## src/rtl/rle_pkg.sv

```systemverilog
// Shared definitions for the run-length encoder: FSM state encoding and the
// width helpers that derive record width and maximum run length from the parameters.
package rle_pkg;

  localparam int WORD_W = 32;

  typedef enum logic [2:0] {
    IDLE,
    RD_REQ,
    RD_WAIT,
    SCAN,
    WR,
    FLUSH,
    DONE
  } rleState_e;

  // REC_W: width of one {count, symbol} record
  function automatic int recW(input int symW, input int cntW);
    return symW + cntW;
  endfunction

  // MAX_RUN: largest count a record can hold, 2^CNT_W-1
  function automatic longint unsigned maxRun(input int cntW);
    return (64'd1 << cntW) - 64'd1;
  endfunction

endpackage

```

## src/rtl/rle_param_if.sv

```systemverilog
// Command/status and memory-port bundle of the encoder; the encoder uses the
// slave modport, the environment (memory plus requester) the master modport.
interface rle_param_if #(parameter int ADDR_W = 16);

  logic              start;
  logic [31:0]       message_addr;
  logic [31:0]       message_size;
  logic [31:0]       rle_addr;
  logic [31:0]       rle_size;
  logic              done;
  logic              busy;
  logic              port_A_clk;
  logic [ADDR_W-1:0] port_A_addr;
  logic              port_A_we;
  logic [31:0]       port_A_data_in;
  logic [31:0]       port_A_data_out;

  modport slave (
    input  start, message_addr, message_size, rle_addr, port_A_data_out,
    output rle_size, done, busy, port_A_clk, port_A_addr, port_A_we, port_A_data_in
  );

  modport master (
    output start, message_addr, message_size, rle_addr, port_A_data_out,
    input  rle_size, done, busy, port_A_clk, port_A_addr, port_A_we, port_A_data_in
  );

endinterface

```

## src/rtl/rle_packer.sv

```systemverilog
// Packs records little-endian into a 32-bit word. word_o/full_o already include
// the record pushed this cycle, and the buffer empties on the cycle it reports full.
module rle_packer
  import rle_pkg::*;
#(
  parameter int REC_W = 16
) (
  input  logic              clk,
  input  logic              nreset,
  input  logic              push_i,
  input  logic [REC_W-1:0]  rec_i,
  input  logic              flush_i,
  output logic [WORD_W-1:0] word_o,
  output logic              full_o
);

  localparam int RECS = WORD_W / REC_W;

  logic [WORD_W-1:0] wordBuf_q, wordBuf_d, merged;
  logic [1:0]        level_q, level_d, levelNext;

  always_comb begin
    merged    = wordBuf_q;
    levelNext = level_q;
    if (push_i) begin
      merged    = wordBuf_q | (WORD_W'(rec_i) << (REC_W * int'(level_q)));
      levelNext = level_q + 2'd1;
    end
    // A flush turns any non-empty partial word into a full one; upper bits stay zero
    full_o    = (levelNext == 2'(RECS)) || (flush_i && (levelNext != 2'd0));
    word_o    = merged;
    wordBuf_d = full_o ? '0 : merged;
    level_d   = full_o ? '0 : levelNext;
  end

  always_ff @(posedge clk or negedge nreset) begin
    if (!nreset) begin
      wordBuf_q <= '0;
      level_q   <= '0;
    end else begin
      wordBuf_q <= wordBuf_d;
      level_q   <= level_d;
    end
  end

endmodule

```

## src/rtl/rle_param.sv

```systemverilog
// Run-length encoder: reads a frame of SYM_W-bit symbols from a single-port memory,
// emits {count, symbol} records and writes them back packed into 32-bit words.
module rle_param
  import rle_pkg::*;
#(
  parameter int SYM_W  = 8,
  parameter int CNT_W  = 8,
  parameter int ADDR_W = 16
) (
  input  logic       clk,
  input  logic       nreset,
  rle_param_if.slave bus
);

  localparam int REC_W = recW(SYM_W, CNT_W);
  localparam int SYMB  = SYM_W / 8;
  localparam int SYMS  = WORD_W / SYM_W;
  localparam int RECB  = REC_W / 8;
  localparam logic [CNT_W-1:0] MAX_RUN = CNT_W'(maxRun(CNT_W));

  rleState_e         state_q, state_d;
  logic [ADDR_W-1:0] srcAddr_q, srcAddr_d, dstAddr_q, dstAddr_d;
  logic [31:0]       bytesLeft_q, bytesLeft_d, recCount_q, recCount_d;
  logic [31:0]       word_q, word_d;
  logic [1:0]        symIdx_q, symIdx_d;
  logic [SYM_W-1:0]  runSym_q, runSym_d, curSym;
  logic [CNT_W-1:0]  runCnt_q, runCnt_d;
  logic              runValid_q, runValid_d;
  logic [ADDR_W-1:0] portAddr_q, portAddr_d;
  logic              portWe_q, portWe_d;
  logic [31:0]       portData_q, portData_d;

  logic              push, flush, packFull, lastSym, wordEnd, closeRun, idleLike;
  logic [REC_W-1:0]  rec;
  logic [31:0]       packWord;
  logic              unusedAddrBits;

  assign unusedAddrBits = ^{bus.message_addr, bus.rle_addr};
  assign bus.port_A_clk = clk;

  assign idleLike = (state_q == IDLE) || (state_q == DONE);
  assign curSym   = SYM_W'(word_q >> (SYM_W * int'(symIdx_q)));
  assign lastSym  = (bytesLeft_q == 32'(SYMB));
  assign wordEnd  = (symIdx_q == 2'(SYMS - 1));
  assign closeRun = runValid_q && ((curSym != runSym_q) || (runCnt_q == MAX_RUN));
  assign rec      = {runCnt_q, runSym_q};
  assign flush    = (state_q == FLUSH);
  assign push     = ((state_q == SCAN) && closeRun) || (flush && runValid_q);

  rle_packer #(.REC_W(REC_W)) packer (
    .clk     (clk),
    .nreset  (nreset),
    .push_i  (push),
    .rec_i   (rec),
    .flush_i (flush),
    .word_o  (packWord),
    .full_o  (packFull)
  );

  always_ff @(posedge clk or negedge nreset) begin
    if (!nreset) state_q <= IDLE;
    else         state_q <= state_d;
  end

  always_comb begin
    state_d     = state_q;
    srcAddr_d   = srcAddr_q;
    dstAddr_d   = dstAddr_q;
    bytesLeft_d = bytesLeft_q;
    recCount_d  = recCount_q;
    word_d      = word_q;
    symIdx_d    = symIdx_q;
    runSym_d    = runSym_q;
    runCnt_d    = runCnt_q;
    runValid_d  = runValid_q;
    unique case (state_q)
      IDLE, DONE: begin
        if (bus.start) begin
          srcAddr_d   = bus.message_addr[ADDR_W-1:0];
          dstAddr_d   = bus.rle_addr[ADDR_W-1:0];
          bytesLeft_d = bus.message_size;
          recCount_d  = '0;
          symIdx_d    = '0;
          runSym_d    = '0;
          runCnt_d    = '0;
          runValid_d  = 1'b0;
          state_d     = (bus.message_size == 32'd0) ? FLUSH : RD_REQ;
        end
      end
      RD_REQ:  state_d = RD_WAIT;
      RD_WAIT: begin
        word_d    = bus.port_A_data_out;
        srcAddr_d = srcAddr_q + ADDR_W'(4);
        state_d   = SCAN;
      end
      SCAN: begin
        // The symbol that closes a run always opens the next one
        if (closeRun || !runValid_q) begin
          runSym_d = curSym;
          runCnt_d = CNT_W'(1);
        end else begin
          runCnt_d = runCnt_q + CNT_W'(1);
        end
        runValid_d  = 1'b1;
        bytesLeft_d = bytesLeft_q - 32'(SYMB);
        symIdx_d    = wordEnd ? 2'd0 : symIdx_q + 2'd1;
        if (packFull)     state_d = WR;
        else if (lastSym) state_d = FLUSH;
        else if (wordEnd) state_d = RD_REQ;
      end
      WR: begin
        dstAddr_d = dstAddr_q + ADDR_W'(4);
        if (bytesLeft_q == 32'd0)  state_d = runValid_q ? FLUSH : DONE;
        else if (symIdx_q == 2'd0) state_d = RD_REQ;
        else                       state_d = SCAN;
      end
      FLUSH: begin
        runValid_d = 1'b0;
        state_d    = packFull ? WR : DONE;
      end
      default: state_d = IDLE;
    endcase
    if (push) recCount_d = recCount_q + 32'd1;
  end

  // Memory-port registers are loaded on entry so each access lines up with its state
  always_comb begin
    portWe_d   = 1'b0;
    portAddr_d = portAddr_q;
    portData_d = portData_q;
    if (state_d == RD_REQ) begin
      portAddr_d = idleLike ? bus.message_addr[ADDR_W-1:0] : srcAddr_q;
    end else if (state_d == WR) begin
      portWe_d   = 1'b1;
      portAddr_d = dstAddr_q;
      portData_d = packWord;
    end
    bus.done           = (state_q == DONE);
    bus.busy           = !idleLike;
    bus.rle_size       = recCount_q * 32'(RECB);
    bus.port_A_addr    = portAddr_q;
    bus.port_A_we      = portWe_q;
    bus.port_A_data_in = portData_q;
  end

  always_ff @(posedge clk or negedge nreset) begin
    if (!nreset) begin
      srcAddr_q   <= '0;
      dstAddr_q   <= '0;
      bytesLeft_q <= '0;
      recCount_q  <= '0;
      word_q      <= '0;
      symIdx_q    <= '0;
      runSym_q    <= '0;
      runCnt_q    <= '0;
      runValid_q  <= 1'b0;
      portAddr_q  <= '0;
      portWe_q    <= 1'b0;
      portData_q  <= '0;
    end else begin
      srcAddr_q   <= srcAddr_d;
      dstAddr_q   <= dstAddr_d;
      bytesLeft_q <= bytesLeft_d;
      recCount_q  <= recCount_d;
      word_q      <= word_d;
      symIdx_q    <= symIdx_d;
      runSym_q    <= runSym_d;
      runCnt_q    <= runCnt_d;
      runValid_q  <= runValid_d;
      portAddr_q  <= portAddr_d;
      portWe_q    <= portWe_d;
      portData_q  <= portData_d;
    end
  end

endmodule

```

## src/flat_wrapper.sv

```systemverilog
// flat-port wrapper written by rule: the top's interface ports become plain ports
module rle_param_flat import rle_pkg::*;
#(
  parameter int SYM_W  = 8,
  parameter int CNT_W  = 8,
  parameter int ADDR_W = 16
)
  (clk, nreset, bus_start, bus_message_addr, bus_message_size, bus_rle_addr, bus_port_A_data_out, bus_rle_size, bus_done, bus_busy, bus_port_A_clk, bus_port_A_addr, bus_port_A_we, bus_port_A_data_in);
  rle_param_if #(.ADDR_W(ADDR_W)) bus_i ();
  input  logic clk;
  input  logic nreset;
  input wire logic [$bits(bus_i.start)-1:0] bus_start;
  input wire logic [$bits(bus_i.message_addr)-1:0] bus_message_addr;
  input wire logic [$bits(bus_i.message_size)-1:0] bus_message_size;
  input wire logic [$bits(bus_i.rle_addr)-1:0] bus_rle_addr;
  input wire logic [$bits(bus_i.port_A_data_out)-1:0] bus_port_A_data_out;
  output wire logic [$bits(bus_i.rle_size)-1:0] bus_rle_size;
  output wire logic [$bits(bus_i.done)-1:0] bus_done;
  output wire logic [$bits(bus_i.busy)-1:0] bus_busy;
  output wire logic [$bits(bus_i.port_A_clk)-1:0] bus_port_A_clk;
  output wire logic [$bits(bus_i.port_A_addr)-1:0] bus_port_A_addr;
  output wire logic [$bits(bus_i.port_A_we)-1:0] bus_port_A_we;
  output wire logic [$bits(bus_i.port_A_data_in)-1:0] bus_port_A_data_in;
  assign bus_i.start = bus_start;
  assign bus_i.message_addr = bus_message_addr;
  assign bus_i.message_size = bus_message_size;
  assign bus_i.rle_addr = bus_rle_addr;
  assign bus_i.port_A_data_out = bus_port_A_data_out;
  assign bus_rle_size = bus_i.rle_size;
  assign bus_done = bus_i.done;
  assign bus_busy = bus_i.busy;
  assign bus_port_A_clk = bus_i.port_A_clk;
  assign bus_port_A_addr = bus_i.port_A_addr;
  assign bus_port_A_we = bus_i.port_A_we;
  assign bus_port_A_data_in = bus_i.port_A_data_in;
  rle_param #(.SYM_W(SYM_W), .CNT_W(CNT_W), .ADDR_W(ADDR_W)) u_core (.clk(clk), .nreset(nreset), .bus(bus_i));
endmodule
```

## config.mk

```make
export PLATFORM = sky130hd
export DESIGN_NAME = rle_param_flat
export DESIGN_NICKNAME = d
export VERILOG_FILES = /design/src/rtl/rle_pkg.sv /design/src/rtl/rle_param_if.sv /design/src/rtl/rle_packer.sv /design/src/rtl/rle_param.sv /design/src/flat_wrapper.sv
export SDC_FILE = /design/constraint.sdc
export NUM_CORES = 1
export LEC_CHECK = 0
export CORE_MARGIN = 5
export CORE_UTILIZATION = 57
export CTS_BUF_LIST = sky130_fd_sc_hd__clkbuf_16
export DETAILED_ROUTE_END_ITERATION = 10
export GPL_TIMING_DRIVEN = 0
export MAX_ROUTING_LAYER = met4
export PLACE_DENSITY_LB_ADDON = 0.12
export SYNTH_ARGS = -nofsm -noshare
export SYNTH_HDL_FRONTEND = slang
export SYNTH_SLANG_ARGS = --single-unit
```

## constraint.sdc

```tcl
create_clock -name clk -period 4.77 [get_ports clk]
set_input_delay 0.954 -clock clk [delete_from_list [all_inputs] [get_ports clk]]
set_output_delay 0.954 -clock clk [all_outputs]
set_load 0.02 [all_outputs]
```

Yosys cells after proc, flatten, opt, wreduce, memory -nomap -nowiden. Index checks and enable logic that the tools add are counted.

Output and inout port bits: 84. Word-level logic and storage cells: 110. Flip-flop bits (word level): 233. Input bits: 131.

Shift operators: 2. Eq/ne operators: 15. Mux-type cells: 38. $add $sub $neg: 7. Bitwise operators: 2. Reductions and logical operators: 31.

Operators with widths (number): $mux 32 (6); $mux 16 (5); $logic_not 32->1 (2); $pmux 16 s2 (2); $pmux 32 s2 (1); $add 16x3->16 const B (2); $add 32x1->32 const B (1); $eq 32x1->1 const B (1); $or 32x32->32 (1); $pmux 8 s2 (2); $shl 16x6->32 (1); $shr 32x5->8 (1); $sub 32x1->32 const B (1); $mux 8 (3); $mux 3 (6); $pmux 3 s6 (1); $mux 2 (7); $reduce_bool 2->1 (7); $eq 3x3->1 const B (4); $reduce_and 2->1 (6); $add 8x1->8 const B (1); $eq 8x8->1 const B (1); $ne 8x8->1 (1); $eq 3x1->1 const B (2); other kinds (16) (30).

Logic depth before layout (Yosys ltp). Gate-level depths: netlist of the first run.

Word-level depth: 15. Mapped depth: 12. Depth with buffers taken out: 11.

Hierarchy. Synthesis of the first run repeated with hierarchy kept, for this count alone.

Cell total of the unflattened synthesis: 1258. Area, all modules: 12244.2 um2.

By module, submodules not included: rle_param (instances 1, cells an instance 1099, area an instance 10478.8 um2, sequential area each 4954.8 um2); rle_packer (instances 1, cells an instance 159, area an instance 1765.4 um2, sequential area each 850.8 um2).

==> flow_metrics.py, run 1 <==
metrics = {
    "run_status": {
        "run_status": "finished clean",
    },
    "grt": {
        "grt_start_max_net_pins": 94,
        "grt_antenna_before_repair": 1,
        "track_usage": 0.286,
        "grt_pass1_vias": 9827,
        "grt_overflow": 0,
        "grt_pass1_wl_mm": 50.2,
    },
    "power": {
        "p_sw_frac": 0.403,
        "power_density_nw_per_um2": 635,
        "vdd_ir_drop_max_uv": 418,
        "p_clk_frac": 0.220,
        "combinationalPowerShare": 0.417,
        "p_int_uw": 5400,
        "seqPwrFrac": 0.363,
        "leakage_uw": 0.00626,
        "p_switching_uw": 3640,
    },
    "floorplan": {
        "die_h_um": 150,
        "dieArea_um2": 22500,
        "initial_core_util": 0.577,
        "coreArea_um2": 19400,
        "ios": 215,
        "die_width_um": 150,
        "rows": 51,
    },
    "worst_setup_path": {
        "worstPathCellList": "clkbuf_16 > clkbuf_16 > buf_4 > clkdlybuf4s50_1",
        "cp.required_ns": 3.82,
        "path_max_fanout": 2,
        "rr_startpoint": "u_core.symIdx_q[1]",
        "cp_num_buf_inv": 4,
        "path_class": "clock port to output pin",
        "cp_slowest_cell": "clkdlybuf4s50_1",
        "reg2reg_to": "u_core.bus.port_A_addr[13]",
        "reg2regPathDepth": 11,
        "crit_family": "buffers and inverters",
        "slowest_delay_ns": 0.53,
        "worst_setup_path_start_kind": "clock port",
        "crit_path_end_kind": "output pin",
        "worstPathArrival_ns": 3.28,
        "reg2reg_slack_ns": 0.84,
        "path_common_cell": "clkbuf_16",
    },
    "hold_path": {
        "worst_hold_path_type": "primary input to asynchronous set/reset pin",
    },
    "finish": {
        "fin_util": 0.734,
        "num-nets-final": 1552,
        "syn_to_final_growth_pct": 27.2,
        "drive_gt1_frac": 0.0531,
        "finalNonFillerCells": 1697,
    },
    "sta": {
        "slew_headroom": 0.305,
        "hold_ws_ns": 0.230,
        "rsz0062_at_grt": "no",
        "fin_skew_ns": 0.00719,
        "setup_tns_ns": 0,
        "tightest_slew_ns": 1.04,
        "hold_viol": 0,
        "drv_slew": 0,
        "finalSetupViolCount": 0,
    },
    "clocking": {
        "cts_tree": "done",
        "post_cts_buffers": 0,
        "insertion_delay_ns": 0.64,
        "ctsResizeCount": 0,
        "path_clk_slew_ns": 0.06,
        "cts_hold_buf": 0,
    },
    "synth": {
        "synth-seq-cells": 232,
        "synth_warnings": 0,
        "synthTopCellsByArea": "dfrtp_1 52%, nand2_1 8.2%, o21ai_0 4.1%, mux2i_1 4.0%, nor2_1 3.7%",
        "ys_types": 72,
        "syn_inst": 1200,
        "synth.avg_cell_area_um2": 9.32,
        "synth_top_area_share": 0.519,
        "synth_top_flop_cell": "dfrtp_1",
        "synthArstFlopShare": 1.00,
        "ys_seq_area_frac": 0.519,
        "netlist_area_um2": 11200,
        "synth_top_area_cell": "dfrtp_1",
        "synthesis.nets": 1339,
        "synth_edf_count": 0,
    },
    "detailed_routing": {
        "wire_per_inst_um": 18.6,
        "drc_errors": 0,
        "dr.first_iter.drc_count": 897,
        "dr_total_vias": 10000,
        "vias_per_cell": 5.90,
        "drt_wl_total_mm": 31.5,
        "dr.pass1.iters": 5,
        "ant_nets": 0,
    },
    "placed_design": {
        "place_congestion": 0.924,
        "placed_cells": 1648,
        "dp_hpwl_mm": 22.3,
        "io_buffers": 181,
    },
    "run": {
        "cap_viol_max_count": 0,
    },
}
stage by stage:
step	total power [uW]	area (um^2)	worst slack [ns]
after floorplan	5650	11200	1.30
after global placement	6920	13300	-7.05
after detailed placement	7050	13400	0.809
after CTS	9040	14200	0.528
after global routing	9590	14200	0.453
final	9050	14200	0.541
layout make-up:
type / instances / area, um^2
Sequential cell: 232 / 5810
Antenna cell: 1 / 2.50
Timing Repair Buffer: 182 / 1860
Inverter: 30 / 113
Tap cell: 265 / 332
Clock buffer: 29 / 711
Clock inverter: 20 / 141
Fill cell: 1499 / 5160
Buffer: 64 / 278
Multi-Input combinational cell: 874 / 4990
worst register-to-register path, cell delays in order (launching register included):
cell	delay, ns
dfrtp_1	0.35
clkbuf_1	0.41
mux4_2	0.42
xnor2_1	0.19
nand2_1	0.09
a2111oi_0	0.57
a21oi_1	0.27
a21boi_1	0.34
o211ai_1	0.49
buf_2	0.40
mux2i_1	0.20
mux2i_1	0.09
cells by family (layout without fill, tap and decap cells):
group,count (synthesis),count (layout),share of synthesized area
xor+xnor,12,12,0.00939
buf+inv,94,325,0.0349
simple gates,519,519,0.210
fa+ha+maj,8,8,0.00895
flops,232,232,0.519
compound gates,283,283,0.165
other cells,1,2,0.000335
mux,51,51,0.0523
cells in the final DEF, fill, tap and decap left out, types with 34 or more instances in the layout:
| cell | Yosys | final |
|---|---|---|
| nand2_1 | 243 | 243 |
| nor2_1 | 111 | 111 |
| dfrtp_1 | 232 | 232 |
| mux2i_1 | 45 | 45 |
| o21ai_0 | 92 | 92 |
| a21oi_1 | 62 | 62 |
| inv_1 | 29 | 34 |
| clkbuf_1 | 43 | 43 |
| nand3_1 | 45 | 45 |
| clkdlybuf4s50_1 | 0 | 180 |
power groups by stage:
stage          clock, uW  sequential [uW]  combinational, uW
2_1_floorplan       24.5             3360               2260
3_3_place_gp        39.8             3270               3610
3_5_place_dp        39.8             3280               3730
4_1_cts             2020             3260               3760
5_1_grt             2100             3370               4120
6_report            1990             3280               3770
per-layer routing:
layer,GRT usage,part of all wire
met5,-,0
met4,0.0860,0.023
met3,0.0409,0.078
met2,0.444,0.47
met1,0.397,0.43
flip-flops by register name, indices dropped and copies added, names as in the netlist:
signal                     flops
u_core.state_q                 3
u_core.runValid_q              1
u_core.bus.port_A_we           1
u_core.bytesLeft_q            32
u_core.dstAddr_q              16
u_core.srcAddr_q              16
u_core.bus.port_A_addr        16
u_core.runSym_q                8
u_core.bus.port_A_data_in     32
u_core.runCnt_q                8
u_core.packer.level_q          2
u_core.recCount_q             31
u_core.symIdx_q                2
u_core.packer.wordBuf_q       32
u_core.word_q                 32
Yosys cell counts (all sizes together), types with 5 or more instances:
library cell and number:
nand3 45, inv 29, o31ai 12, dfrtp 232, a22o 8, a221o 5
mux4 6, xnor2 7, o311ai 11, buf 20, nand2 243, a311oi 6
or3 5, nand4 18, nor4 15, o211ai 31, o21ai 93, nand2b 5
nor3 21, nor2 114, a21oi 62, a211oi 7, a221oi 9, or4 11
clkbuf 44, xor2 5, ha 8, and3 23, mux2i 45, and2 7
worst max-delay path by stage:
stage | start | end | slack, ns | depth (start not counted)
after floorplan | clk | bus_port_A_clk | 1.30 | 1
after global placement | nreset | u_core.word_q[26] | -7.05 | 1
after detailed placement | clk | bus_port_A_clk | 0.81 | 2
after CTS | clk | bus_port_A_clk | 0.53 | 4
after global routing | u_core.state_q[2] | bus_busy | 0.45 | 7
final | clk | bus_port_A_clk | 0.54 | 4
Power figures use the tool's default switching activity.
==> run 2: changes to the inputs <==
Settings changed: SLEW_MARGIN set to 10.
Clock period 4.77 ns to 5.2 ns, I/O delays scaled along.
==> results of run 2 <==
The final DEF is identical to that of run 1. Status: finished clean.
Main changes from that run: setup slack after placement 0.809 ns -> 0.938 ns; setup slack after layout 0.541 ns -> 0.670 ns; hold slack 0.230 ns -> 0.316 ns; register-to-register setup slack 0.84 ns -> 1.27 ns; total power 9050 uW -> 8300 uW; worst IR drop on VDD 418 uV -> 384 uV
==> run 3: changes to the inputs <==
Settings changed: CAP_MARGIN set to 10.
==> results of run 3 <==
The final DEF is identical to that of run 1. Status: finished clean.
Main changes from that run: setup slack after placement 0.809 ns -> 0.938 ns; setup slack after layout 0.541 ns -> 0.670 ns; hold slack 0.230 ns -> 0.316 ns; register-to-register setup slack 0.84 ns -> 1.27 ns; total power 9050 uW -> 8300 uW; worst IR drop on VDD 418 uV -> 384 uV
